===== src/rtl/rf_write_arbiter.sv =====
// Register-file write-port arbiter: two one-entry holding slots (ALU and load writeback)
// drained round-robin into a registered one-hot enable, address and data for the register array.
module rf_write_arbiter #(
  parameter int unsigned WIDTH  = 32,
  parameter int unsigned ADDR_W = 5,
  parameter int unsigned NREG   = 32
) (
  input  logic              clk,
  input  logic              reset,
  input  logic              a_valid,
  output logic              a_ready,
  input  logic [ADDR_W-1:0] a_addr,
  input  logic [WIDTH-1:0]  a_data,
  input  logic              b_valid,
  output logic              b_ready,
  input  logic [ADDR_W-1:0] b_addr,
  input  logic [WIDTH-1:0]  b_data,
  output logic [NREG-1:0]   wr_en,
  output logic [ADDR_W-1:0] wr_addr,
  output logic [WIDTH-1:0]  wr_data,
  output logic              busy,
  output logic [15:0]       stall_cnt
);

  logic              r_a_full;
  logic [ADDR_W-1:0] r_a_addr;
  logic [WIDTH-1:0]  r_a_data;
  logic              r_b_full;
  logic [ADDR_W-1:0] r_b_addr;
  logic [WIDTH-1:0]  r_b_data;
  logic              r_last_b;

  logic [NREG-1:0]   r_wr_en;
  logic [ADDR_W-1:0] r_wr_addr;
  logic [WIDTH-1:0]  r_wr_data;
  logic [15:0]       r_stall_cnt;

  logic              w_grant_a;
  logic              w_grant_b;
  logic              w_grant;
  logic [ADDR_W-1:0] w_gnt_addr;
  logic [WIDTH-1:0]  w_gnt_data;
  logic [NREG-1:0]   w_dec;
  logic              w_a_xfer;
  logic              w_b_xfer;
  logic              w_stall;

  // Round-robin only matters on a tie; the requester not served last wins.
  always_comb begin
    w_grant_a = 1'b0;
    w_grant_b = 1'b0;
    unique case ({r_a_full, r_b_full})
      2'b10: w_grant_a = 1'b1;
      2'b01: w_grant_b = 1'b1;
      2'b11: begin
        if (r_last_b) begin
          w_grant_a = 1'b1;
        end else begin
          w_grant_b = 1'b1;
        end
      end
      default: ;
    endcase
  end

  assign w_grant = w_grant_a | w_grant_b;

  // Register 0 is never enabled, so bit 0 of the decode is left clear.
  always_comb begin
    w_gnt_addr = w_grant_b ? r_b_addr : r_a_addr;
    w_gnt_data = w_grant_b ? r_b_data : r_a_data;
    w_dec      = '0;
    for (int unsigned i = 1; i < NREG; i++) begin
      if (w_gnt_addr == ADDR_W'(i)) begin
        w_dec[i] = 1'b1;
      end
    end
  end

  // A slot being drained this cycle can take a new entry on the same edge.
  assign a_ready  = !reset && (!r_a_full || w_grant_a);
  assign b_ready  = !reset && (!r_b_full || w_grant_b);
  assign w_a_xfer = a_valid && a_ready;
  assign w_b_xfer = b_valid && b_ready;
  assign w_stall  = (a_valid && !a_ready) || (b_valid && !b_ready);

  always_ff @(posedge clk or posedge reset) begin
    if (reset) begin
      r_a_full <= 1'b0;
      r_a_addr <= '0;
      r_a_data <= '0;
    end else if (w_a_xfer) begin
      r_a_full <= 1'b1;
      r_a_addr <= a_addr;
      r_a_data <= a_data;
    end else if (w_grant_a) begin
      r_a_full <= 1'b0;
    end
  end

  always_ff @(posedge clk or posedge reset) begin
    if (reset) begin
      r_b_full <= 1'b0;
      r_b_addr <= '0;
      r_b_data <= '0;
    end else if (w_b_xfer) begin
      r_b_full <= 1'b1;
      r_b_addr <= b_addr;
      r_b_data <= b_data;
    end else if (w_grant_b) begin
      r_b_full <= 1'b0;
    end
  end

  always_ff @(posedge clk or posedge reset) begin
    if (reset) begin
      r_last_b <= 1'b1;
    end else if (w_grant) begin
      r_last_b <= w_grant_b;
    end
  end

  always_ff @(posedge clk or posedge reset) begin
    if (reset) begin
      r_wr_en   <= '0;
      r_wr_addr <= '0;
      r_wr_data <= '0;
    end else if (w_grant) begin
      r_wr_en   <= w_dec;
      r_wr_addr <= w_gnt_addr;
      r_wr_data <= w_gnt_data;
    end else begin
      r_wr_en   <= '0;
    end
  end

  always_ff @(posedge clk or posedge reset) begin
    if (reset) begin
      r_stall_cnt <= '0;
    end else if (w_stall && (r_stall_cnt != 16'hFFFF)) begin
      r_stall_cnt <= r_stall_cnt + 16'd1;
    end
  end

  assign wr_en     = r_wr_en;
  assign wr_addr   = r_wr_addr;
  assign wr_data   = r_wr_data;
  assign busy      = r_a_full || r_b_full;
  assign stall_cnt = r_stall_cnt;

endmodule


===== config.mk =====
export PLATFORM = sky130hd
export DESIGN_NAME = rf_write_arbiter
export DESIGN_NICKNAME = d
export VERILOG_FILES = /design/src/rtl/rf_write_arbiter.sv
export SDC_FILE = /design/constraint.sdc
export NUM_CORES = 1
export LEC_CHECK = 0
export CAP_MARGIN = 25
export CORE_UTILIZATION = 50
export CTS_BUF_LIST = sky130_fd_sc_hd__clkbuf_2
export CTS_CLUSTER_DIAMETER = 40
export CTS_CLUSTER_SIZE = 30
export DETAILED_ROUTE_END_ITERATION = 6
export PLACE_DENSITY = 0.92
export SYNTH_ARGS = -nofsm -noshare
export SYNTH_HDL_FRONTEND = slang
export SYNTH_SLANG_ARGS = --single-unit
export TNS_END_PERCENT = 100

===== constraint.sdc =====
create_clock -name clk -period 15.4 [get_ports clk]
set_clock_uncertainty 0.1 [all_clocks]
set_input_delay 2.31 -clock clk [delete_from_list [all_inputs] [get_ports clk]]
set_output_delay 2.31 -clock clk [all_outputs]
set_load 0.03 [all_outputs]

Word-level counts from Yosys, hierarchy flattened
Cells that the tools add are included.
Word-level totals
  memories: 0
  memory bits (read-only): 0
  word-level logic and storage cells: 108
  RAM bits: 0
  latch bits: 0
  flip-flop bits (word level): 162
Cells by class
  multipliers: 0
  div/mod/pow operators: 0
  reduce and logical (&&, ||, !) cells: 18
  bitwise gates (word level): 1
  equal/unequal tests: 35
  order comparisons: 0
  $add $sub $neg: 1
  muxes and demuxes: 42
  shift operators: 0
Operators with widths (count)
  $eq A5 B5 Y1 const B: 16
  $mux W32: 2
  $eq A5 B4 Y1 const B: 8
  $mux W1: 37
  $eq A5 B3 Y1 const B: 4
  $add A16 B1 Y16 const B: 1
  $ne A16 B16 Y1 const B: 1
  $eq A5 B2 Y1 const B: 2
  $logic_and A1 B1 Y1: 7
  $eq A5 B1 Y1 const B: 1
  $logic_not A1 Y1: 5
  $mux W5: 1
  $eq A2 B2 Y1 const B: 2
  $logic_or A1 B1 Y1: 4
  $pmux W1 S2: 2
  $reduce_bool A2 Y1: 2
  $eq A2 B1 Y1 const B: 1
  $or A1 B1 Y1: 1

Logic depth before layout (Yosys ltp)
  depth after elaboration: 8
  mapped depth: 7
  mapped depth without buffers: 5

Worst setup path before layout
OpenSTA, ideal clock, no wires.
  path kind: input to output
  start point: in reset
  end point: out b_ready
  required time: 12990 ps
  arrival time: 2862 ps
  stages on the path: 1
  path slack: 10128 ps
  buffers on the path: 0
  path through: a31oi_1
On the way
  cells in the longest elaborated chain, start to end: 2
Ends and longest elaborated chain
  start: declaration: RTL line 9  | input logic reset,
  $logic_not A1 Y1 (no source line)
  $logic_and A1 B1 Y1: RTL line 82  | assign b_ready = !reset && (!r_b_full || w_grant_b);
  end: declaration: RTL line 15  | output logic b_ready,
Every way passes these cells.

Final worst setup path
Same ends and word-level chain as after synthesis.

==> metrics.cfg <==
[floorplan]
initial_utilization_pct = 51.4
fp.coreArea_mm2 = 0.0126
io_pins = 166
dieArea_mm2 = 0.0134
rows = 41
die_w_um = 116
die_y_um = 116

[routing]
final_antenna_net_count = 0
vias_per_cell = 5.37
wl_per_cell_um = 16.8
dr_total_vias = 4778
drc = 0
wirelength_mm = 14.9
dr.pass1.iters = 5
drt_iter0_drc = 333

[global_route]
grtUsageMet3_pct = 7.37
grt_pass1_wl_mm = 23.6
met2_usage_pct = 38.1
grt_max_degree = 85
grt_util_met1_pct = 28.7
track_usage_pct = 23.2
overflow = 0
grt_antenna_before_repair = 0
top_usage_layer = met2
first_global_vias = 4872

[logic_synthesis]
syn_avg_cell_area_um2 = 11.9
syn_area_mm2 = 0.00648
synth_top_area_share_pct = 61.8
synthCells = 545
yosysWarningCount = 0
syn_nets = 624
yosys_register_bits = 161
synthFlopType = dfrtp_1
synth_edf_count = 0
synth_area_leaders = dfrtp_1, mux2_2, nand2_1, nor2_1, a31oi_1
synthArstFlopShare_pct = 100
synth.distinct_cells = 39
synth.largest_area_cell = dfrtp_1
synth.most_common_cell = dfrtp_1
seq_area_frac_synth_pct = 62.2
yosys-top-cells-count = dfrtp_1, nand2_1, mux2_2, nor2_1, a31oi_1

[timing]
worst_pin_slew_ns = 0.913
slew_viol_final = 0
timing.final.hold_violations = 0
slew_headroom_pct = 39.2
period_needed_ns = 6.26
rsz0062_at_grt = no
fin_crit_sh_pct = 40.7
setup_viol = 0
fmax_mhz = 160
tns_ns = 0

[layout]
insertedDiodeCount = 0
fill_cells = 920
drive_gt1_share_pct = 17.0
syn_to_final_growth_pct = 31.7
fin_cells = 890
nets = 784

[setup_path]
path_class = input port to output port
cp_slowest_cell = clkdlybuf4s50_1
cpMostUsedCell = clkdlybuf4s50_1
crit_chain = clkdlybuf4s50_1 -> a31oi_1 -> clkdlybuf4s50_1
cp_top_family = buffers and inverters
max_stage_delay_ns = 0.73
required_ns = 12.99
path_max_fanout = 4
path_buf_inv = 2
critPathCaptureType = output port
cp.arrival_ns = 3.85
startpoint_type = input port

[clock_tree]
post_cts_buffers = 0
cts_tree = yes
clk-insertion-delay-late_ns = 0.68
clk_pin_slew_worst_paths_ns = 0.22
htree_levels = 4
clkSinkCount = 161
cts_buffer_depth = 2
cts_root_buf = clkbuf_2
ctsHoldBuffers = 0
cts_buffers = 17
cts_resized = 0

[power]
powerDensity_mw_per_mm2 = 135
power.leakage_nw = 3.66
ir_drop_mv = 0.154

[placed_design]
dpl.hpwl_mm = 10.1
port_buffers = 164
gp_congestion = 0.858
dp_cells = 855

[outcome]
status = completed

[min_path]
hp-class = flop to flop

[job]
drv_cap = 0

flip-flops by register name, indices dropped and copies added (netlist names):
name       count
r_last_b       1
stall_cnt     16
r_a_addr       5
r_b_addr       5
wr_addr        5
wr_data       32
r_a_full       1
wr_en         31
r_b_data      32
r_a_data      32
r_b_full       1
layout make-up:
type	count	area, um^2	area share [%]
tap	172	215	2.52
inverter	8	35.0	0.410
sequential	161	4030	47.2
clock inverter	15	183	2.14
timing repair buffer	170	1740	20.4
multi-input combinational	347	2250	26.4
clock buffer	17	85.1	0.996
per-layer routing:
| layer | vias to the layer above | wire length, um | part of all wire, % |
|---|---|---|---|
| met3 | 16 | 1020 | 6.8 |
| met5 | - | 0 | 0 |
| met4 | 0 | 148 | 0.99 |
| li1 | 2181 | - | - |
| met2 | 188 | 7610 | 51 |
| met1 | 2393 | 6140 | 41 |
logic make-up after synthesis:
| kind of cell | synth area share [%] |
|---|---|
| flops | 62.2 |
| buf+inv | 3.28 |
| other cells | 0.0579 |
| fa+ha+maj | 0.193 |
| compound gates | 5.77 |
| mux | 13.6 |
| xor+xnor | 2.03 |
| simple gates | 12.8 |
through the flow:
step | setup WS [ns] | cell area (um^2) | power, mW | utilization, % | hold WS, ns
2_1_floorplan | 8.64 | 6480 | 0.765 | - | 0.364
3_3_place_gp | 9.17 | 8200 | 0.898 | 64.9 | 0.378
3_5_place_dp | 9.15 | 8200 | 0.915 | 64.9 | 0.383
4_1_cts | 9.14 | 8460 | 1.16 | 67.1 | 0.418
5_1_grt | 9.04 | 8540 | 1.21 | 67.7 | 0.432
6_report | 9.14 | 8540 | 1.15 | 67.7 | 0.413
power by group:
group / leakage [nW] / switching (mW) / internal [mW]
logic: 1.55 / 0.196 / 0.157
clock network: 0.148 / 0.152 / 0.0922
registers: 1.96 / 0.0604 / 0.498
total: 3.66 / 0.407 / 0.747
placed cells by master, fill, tap and decap left out, types with 2 or more instances in the layout:
cell type	n
a31oi_1	41
and3_1	2
and4_1	2
and4b_1	2
buf_16	2
buf_4	3
bufinv_16	3
clkbuf_2	17
clkdlybuf4s50_1	164
clkinv_2	2
clkinv_4	2
clkinvlp_4	4
dfrtp_1	160
inv_1	7
inv_6	5
mux2_2	74
mux2i_1	4
nand2_1	84
nand2_2	2
nand2b_1	4
nand3_1	5
nand4_1	7
nor2_1	72
nor3_1	7
nor3b_1	3
nor4_1	3
o21ai_0	5
o32ai_2	2
xnor2_1	8
xor2_1	7
worst paths after layout:
kind                          startpoint  slack [ns]  cells past startpoint             to
setup reg to reg                r_last_b       12.88                      5      wr_en[15]
hold reg to reg            stall_cnt[14]        0.41                      1  stall_cnt[14]
min in group asynchronous          reset        2.09                      2   stall_cnt[1]
hold / removal             stall_cnt[14]        0.41                      1  stall_cnt[14]
setup / recovery                   reset        9.14                      3        b_ready
max in group asynchronous          reset       11.67                      3   stall_cnt[2]
Note: power is estimated with default switching activity, not from simulation.
